File: src/rtl/qk_score_unit.sv
// Scores a latched query against cached keys 0..seq_len-1, one signed dot product per position, streamed out valid/ready.
// Optional build macro QK_VALID_MASK_EN forces unwritten entries to the most-negative score; 4 cycles/score, stalls in OUT.
module qk_score_unit #(
    parameter int MAX_SEQ_LEN = 8,
    parameter int HEAD_DIM    = 12,
    parameter int DW          = 4,
    parameter int AW          = $clog2(MAX_SEQ_LEN),
    parameter int SW          = 2*DW + $clog2(HEAD_DIM)
) (
    input  logic                   clk,
    input  logic                   rst_n,
    input  logic                   start,
    input  logic [HEAD_DIM*DW-1:0] q_vec,
    input  logic [AW:0]            seq_len,
    output logic [AW-1:0]          cache_read_addr,
    input  logic [HEAD_DIM*DW-1:0] cache_data,
    input  logic                   cache_valid,
    output logic [SW-1:0]          score_out,
    output logic [AW-1:0]          score_idx,
    output logic                   score_last,
    output logic                   score_valid,
    input  logic                   score_ready,
    output logic                   busy,
    output logic                   done,
    output logic                   err_invalid
);

    typedef enum logic [2:0] {S_IDLE, S_ISSUE, S_WAIT, S_CALC, S_OUT, S_FIN} state_t;

    localparam logic [SW-1:0] MOST_NEG = {1'b1, {(SW-1){1'b0}}};

    state_t                  state_q;
    logic [HEAD_DIM*DW-1:0]  q_q;
    logic [HEAD_DIM*DW-1:0]  k_q;
    logic                    kvld_q;
    logic [AW:0]             len_q;
    logic [AW-1:0]           idx_q;
    logic [AW:0]             len_d;
    logic signed [SW-1:0]    dot_d;
    logic signed [SW-1:0]    qe;
    logic signed [SW-1:0]    ke;
    logic                    is_last;

    assign len_d   = (seq_len > (AW+1)'(MAX_SEQ_LEN)) ? (AW+1)'(MAX_SEQ_LEN) : seq_len;
    assign is_last = ({1'b0, idx_q} == (len_q - (AW+1)'(1)));

    // Element 0 lives in the MSBs; each product is widened before summing so the sum cannot wrap.
    always_comb begin
        dot_d = '0;
        qe    = '0;
        ke    = '0;
        for (int h = 0; h < HEAD_DIM; h++) begin
            qe    = SW'($signed(q_q[(HEAD_DIM-h)*DW-1 -: DW]));
            ke    = SW'($signed(k_q[(HEAD_DIM-h)*DW-1 -: DW]));
            dot_d = dot_d + qe * ke;
        end
    end

    always_ff @(posedge clk or negedge rst_n) begin
        if (!rst_n) begin
            state_q         <= S_IDLE;
            q_q             <= '0;
            k_q             <= '0;
            kvld_q          <= 1'b0;
            len_q           <= '0;
            idx_q           <= '0;
            cache_read_addr <= '0;
            score_out       <= '0;
            score_idx       <= '0;
            score_last      <= 1'b0;
            score_valid     <= 1'b0;
            busy            <= 1'b0;
            done            <= 1'b0;
            err_invalid     <= 1'b0;
        end else begin
            done <= 1'b0;
            case (state_q)
                S_IDLE: begin
                    if (start) begin
                        q_q         <= q_vec;
                        len_q       <= len_d;
                        err_invalid <= 1'b0;
                        busy        <= 1'b1;
                        idx_q       <= '0;
                        if (len_d == '0) begin
                            state_q <= S_FIN;
                        end else begin
                            cache_read_addr <= '0;
                            state_q         <= S_ISSUE;
                        end
                    end
                end
                S_ISSUE: begin
                    cache_read_addr <= idx_q;
                    state_q         <= S_WAIT;
                end
                S_WAIT: begin
                    k_q     <= cache_data;
                    kvld_q  <= cache_valid;
                    state_q <= S_CALC;
                end
                S_CALC: begin
`ifdef QK_VALID_MASK_EN
                    score_out <= kvld_q ? dot_d : MOST_NEG;
`else
                    score_out <= dot_d;
`endif
                    if (!kvld_q) begin
                        err_invalid <= 1'b1;
                    end
                    score_idx   <= idx_q;
                    score_last  <= is_last;
                    score_valid <= 1'b1;
                    state_q     <= S_OUT;
                end
                S_OUT: begin
                    if (score_ready) begin
                        score_valid <= 1'b0;
                        score_last  <= 1'b0;
                        if (is_last) begin
                            state_q <= S_FIN;
                        end else begin
                            idx_q           <= idx_q + AW'(1);
                            cache_read_addr <= idx_q + AW'(1);
                            state_q         <= S_ISSUE;
                        end
                    end
                end
                S_FIN: begin
                    done    <= 1'b1;
                    busy    <= 1'b0;
                    state_q <= S_IDLE;
                end
                default: state_q <= S_IDLE;
            endcase
        end
    end

endmodule
File: config.mk
export PLATFORM = sky130hd
export DESIGN_NAME = qk_score_unit
export DESIGN_NICKNAME = d
export VERILOG_FILES = /design/src/rtl/qk_score_unit.sv
export SDC_FILE = /design/constraint.sdc
export NUM_CORES = 1
export LEC_CHECK = 0
export BUFFER_PORTS_ARGS = -buffer_cell sky130_fd_sc_hd__buf_2
export CORE_MARGIN = 4
export CORE_UTILIZATION = 40
export DETAILED_ROUTE_END_ITERATION = 8
export HOLD_SLACK_MARGIN = 0.1
export PLACE_DENSITY = 0.67
export SYNTH_ARGS = -nofsm -noshare
export SYNTH_HDL_FRONTEND = slang
export SYNTH_SLANG_ARGS = --single-unit
File: constraint.sdc
create_clock -name clk -period 9.7 [get_ports clk]
set_input_delay 1.455 -clock clk [delete_from_list [all_inputs] [get_ports clk]]
set_output_delay 1.455 -clock clk [all_outputs]
set_load 0.02 [all_outputs]
==> results.txt <==
The flow ran to the end, and the final reports show no timing, DRC or antenna violations. After layout, the worst path uses 74.5% of the clock period. Walking the worst path, the cells encountered are and2_1, fa_1, inv_1, fa_1, fa_1, inv_1, fa_1, fa_1, fa_1, fa_1, inv_1, fa_1, fa_1, inv_1, ha_1, inv_1, fa_1, nor2b_1, o21a_1, o21a_1, o211ai_1, a2111oi_0, nand3b_1. Summing all multi-input logic gate instances after layout gives approximately 10000 sq um. The starting utilization of the core area came out at about two fifths.

In the post-synthesis netlist, the cell with the most instances is sky130_fd_sc_hd__inv_1. The TritonCTS buffer count is 17. Across all register-to-register paths, the minimum setup slack is 2.48 ns. The setup total negative slack came out at 0 ns. The count of nets left with antenna violations once routing finished came out at 0.

The routed wire length per instance came out at about 16 microns. Broken down by cell family, the worst path's largest delay share belongs to adder cells. Setup repair after global routing left no endpoint under its margin. The share of Yosys cell area claimed by the top area cell type came out at 40.7%.

In the synthesized netlist, the number of instances is between 1000 and 1500. The instance area after placement came out at 16200 sq um. Of all cell types, the one taking the most synthesized area is sky130_fd_sc_hd__fa_1.

The finished layout cell area is 16800 sq um. The die is around 200 microns wide. The global routing stage identified its most utilized layer as met2. In this run the tightest slew margin relative to its limit is about 34%. The highest attainable clock frequency is around 140 MHz. The die outline height came out at about 200 microns. The first detailed-routing pass took 5 iterations. The combined area of all synthesized cells is roughly 15000 sq um. After clock tree synthesis, the clock-pin slew on the worst setup and hold paths is 0.06 ns.

The number of instances resized during post-cts repair is 0. The number of max-capacitance violations reported came out at 0. The clock sink count is between 100 and 150. The number of levels the H-tree was split into came out at 4. The wire length of the first global-routing pass is 56.7 mm. In the final layout, the share of cells above drive strength 1 is approximately 14%.

The standard cell core area came out at 36900 sq um. The congestion estimate from routability-driven global placement came to 0.882. The setup slack of the critical path after layout came out at about 2.5 ns. The number of hold buffers added after cts came out at 0. The all-layer global routing usage came out at between 10% and 20%.

The half-perimeter wire length after placement is 28.5 mm. The total count of max-transition violations in the final report is 0. The critical path required time is just over 10 ns. The mean number of vias per cell came out at between 4 and 5. The number of antenna violations at the first check in global routing is 0. The actual slew at the worst max-slew pin came out at between 0.9 and 1 ns. The port buffer count came out at around 130.

The number of violations reported at the end of detailed-routing iteration 0 is 495. The worst hold path passes through 2 cells. The worst hold-check path type is reg -> reg. The worst setup path is launched from a flip-flop. The total of warnings raised by yosys is 0. The cell depth of the worst setup path is 23.

The post-synthesis average cell area is between 10 and 15 sq um. In the global route stage, met3 resource usage came out at roughly 2.7%. The number of placed cells counting well taps came out at between 2000 and 2500.

The final period demand of the worst path came out at around 7.2 ns. The tree is rooted in a sky130_fd_sc_hd__clkbuf_16. The total overflow left after global routing is 0. Counting instances in the post-synthesis netlist gives the leading cell types as sky130_fd_sc_hd__inv_1, sky130_fd_sc_hd__fa_1, sky130_fd_sc_hd__nand2_1. The layout filler cell count is approximately 3500. The boundary pin count is around 130. The initialized floorplan defines 70 standard-cell rows. The final count of hold timing violations is 0. The largest driver fanout on the critical path is 5. The synthesized design contains 0 enable-type register cells. The count of distinct cell types in the synthesized netlist came out at 46. The most common flop cell mapped by yosys is sky130_fd_sc_hd__dfrtp_1. The detailed-route DRC error count is 0. The library cell contributing the largest single delay on the critical path is sky130_fd_sc_hd__fa_1.

The setup fix buffers added after clock tree synthesis is 0. The kind of end point of the critical path is a flip-flop. The floorplan die area came out at around 41000 sq um.

By startpoint and endpoint, the worst setup path is classified as reg -> reg. The non-filler instance count after layout is about 2100. The clock latency at the later pin of the worst-skew pair came out at 0.44 ns. The area growth from synthesis to final layout is 11.6%.

The final layout contains routed wiring with a total length of 33.6 mm. The TritonCTS clock tree is done. The net total in the final layout came out at 2073.

The via count of the first global-routing pass came to roughly 11000. The via count of the routed design is around 9600. The sequential fraction of the synthesis area is between 20 and 25%. The met2 global-route usage came out at ~30%. Across the routed clock network, the largest skew measured is 0.0101 ns. Prior to clock tree synthesis, the placed netlist has a worst setup slack of ~2.5 ns. In the global route stage, met1 resource usage came out at 24.4%. The number of antenna diodes in the final layout is 0. The number of buffers and inverters on the critical path came out at 5.

The maximum number of buffers from clock root to sink is 2. The net count of the mapped netlist came out at between 1500 and 2000. The sequential cells in the finished layout cover a total of around 3300 sq um. Yosys attributes the largest share of cell area to sky130_fd_sc_hd__fa_1, sky130_fd_sc_hd__dfrtp_1, sky130_fd_sc_hd__inv_1. The logic depth of the worst register-to-register path is 23. For this run, asynchronously set or reset flops after synthesis account for 100%. The delay of the slowest cell on the worst path is roughly 0.57 ns. The pin count of the biggest net entering global routing came out at 74. The count of final setup violators came out at 0. Among the stages of the critical path, the cell type that occurs most often is sky130_fd_sc_hd__fa_1. The critical path data arrival time is about 7.6 ns. The total of flip-flops plus latches after synthesis came out at between 100 and 150.
-- per-layer routing --
metal / wire [microns] / share of wire [%] / vias to the layer above
met5: 0 / 0 / -
met4: 677 / 2.0 / 0
met3: 1110 / 3.3 / 31
met2: 16400 / 49 / 150
met1: 15400 / 46 / 4897
li1: - / - / 4512
-- state kept, by name (all words and copies together) (netlist names) --
register / flops
k_q: 48
q_q: 48
score_out: 12
len_q: 4
cache_read_addr: 3
idx_q: 3
score_idx: 3
state_q: 3
busy: 1
done: 1
err_invalid: 1
kvld_q: 1
score_last: 1
score_valid: 1
-- metrics by stage --
stage               hold slack [ns]  util, %
floorplan                     0.436        -
finish                        0.468     45.6
global route                  0.487     45.6
global placement              0.445     44.0
CTS                           0.475     45.6
detailed placement            0.459     44.0
-- worst reg2reg max path, delay by kind of cell (launching register included) --
family / cells / cell delay (ns)
compound gates: 4 / 0.81
fa+ha+maj: 11 / 5.12
buf+inv: 5 / 0.33
flops: 1 / 0.42
simple gates: 3 / 0.49
-- cell type report --
cell class	count	share of cell area, %
inverter	369	8.25
multi-input combinational	935	61.3
clock buffer	19	2.70
sequential	130	19.4
tap	504	3.75
timing repair buffer	131	4.00
clock inverter	13	0.663
-- cells by family (layout without fill, tap and decap cells) --
family                   after synthesis  count (layout)  share of synthesized area, %
adder cells (fa/ha/maj)              384             384                          47.2
XOR/XNOR                              27              27                          1.57
buffers and inverters                396             532                          10.1
AND/OR/NAND/NOR                      409             409                          13.0
multiplexers                          51              51                          3.88
flip-flops                           130             130                          21.6
AO/OA/AOI/OAI                         64              64                          2.68
-- cells in the final DEF (no fill, tap or decap), types with 3 or more instances in the layout --
master | Yosys | layout
sky130_fd_sc_hd__inv_1 | 369 | 369
sky130_fd_sc_hd__fa_1 | 306 | 306
sky130_fd_sc_hd__nand2_1 | 239 | 239
sky130_fd_sc_hd__dfrtp_1 | 130 | 130
sky130_fd_sc_hd__buf_2 | 6 | 126
sky130_fd_sc_hd__and2_1 | 93 | 93
sky130_fd_sc_hd__ha_1 | 78 | 78
sky130_fd_sc_hd__mux2_2 | 47 | 47
sky130_fd_sc_hd__o21ai_0 | 26 | 26
sky130_fd_sc_hd__nand2b_1 | 22 | 22
sky130_fd_sc_hd__nor2b_1 | 20 | 20
sky130_fd_sc_hd__xnor2_1 | 18 | 18
sky130_fd_sc_hd__clkbuf_16 | 0 | 17
sky130_fd_sc_hd__nor2_1 | 12 | 11
sky130_fd_sc_hd__a21oi_1 | 11 | 11
sky130_fd_sc_hd__xor2_1 | 9 | 9
sky130_fd_sc_hd__nor3_1 | 6 | 6
sky130_fd_sc_hd__inv_6 | 0 | 6
sky130_fd_sc_hd__nand3_1 | 5 | 5
sky130_fd_sc_hd__o21a_1 | 5 | 5
sky130_fd_sc_hd__nand3b_1 | 4 | 4
sky130_fd_sc_hd__o22ai_1 | 4 | 4
sky130_fd_sc_hd__buf_4 | 0 | 4
sky130_fd_sc_hd__o21bai_1 | 3 | 3
sky130_fd_sc_hd__mux2_4 | 3 | 3
sky130_fd_sc_hd__clkinvlp_4 | 0 | 3
-- final timing paths --
| check | from | to |
|---|---|---|
| setup reg to reg | q_q[10] | score_out[10] |
| hold reg to reg | score_out[2] | score_out[2] |
| min in group asynchronous | rst_n | q_q[21] |
| max in group asynchronous | rst_n | state_q[1] |
| hold / removal | score_out[2] | score_out[2] |
| setup / recovery | q_q[10] | score_out[10] |
Power is not shown: default switching activity piles up to over one toggle a cycle in this logic, so the estimate is an artifact.
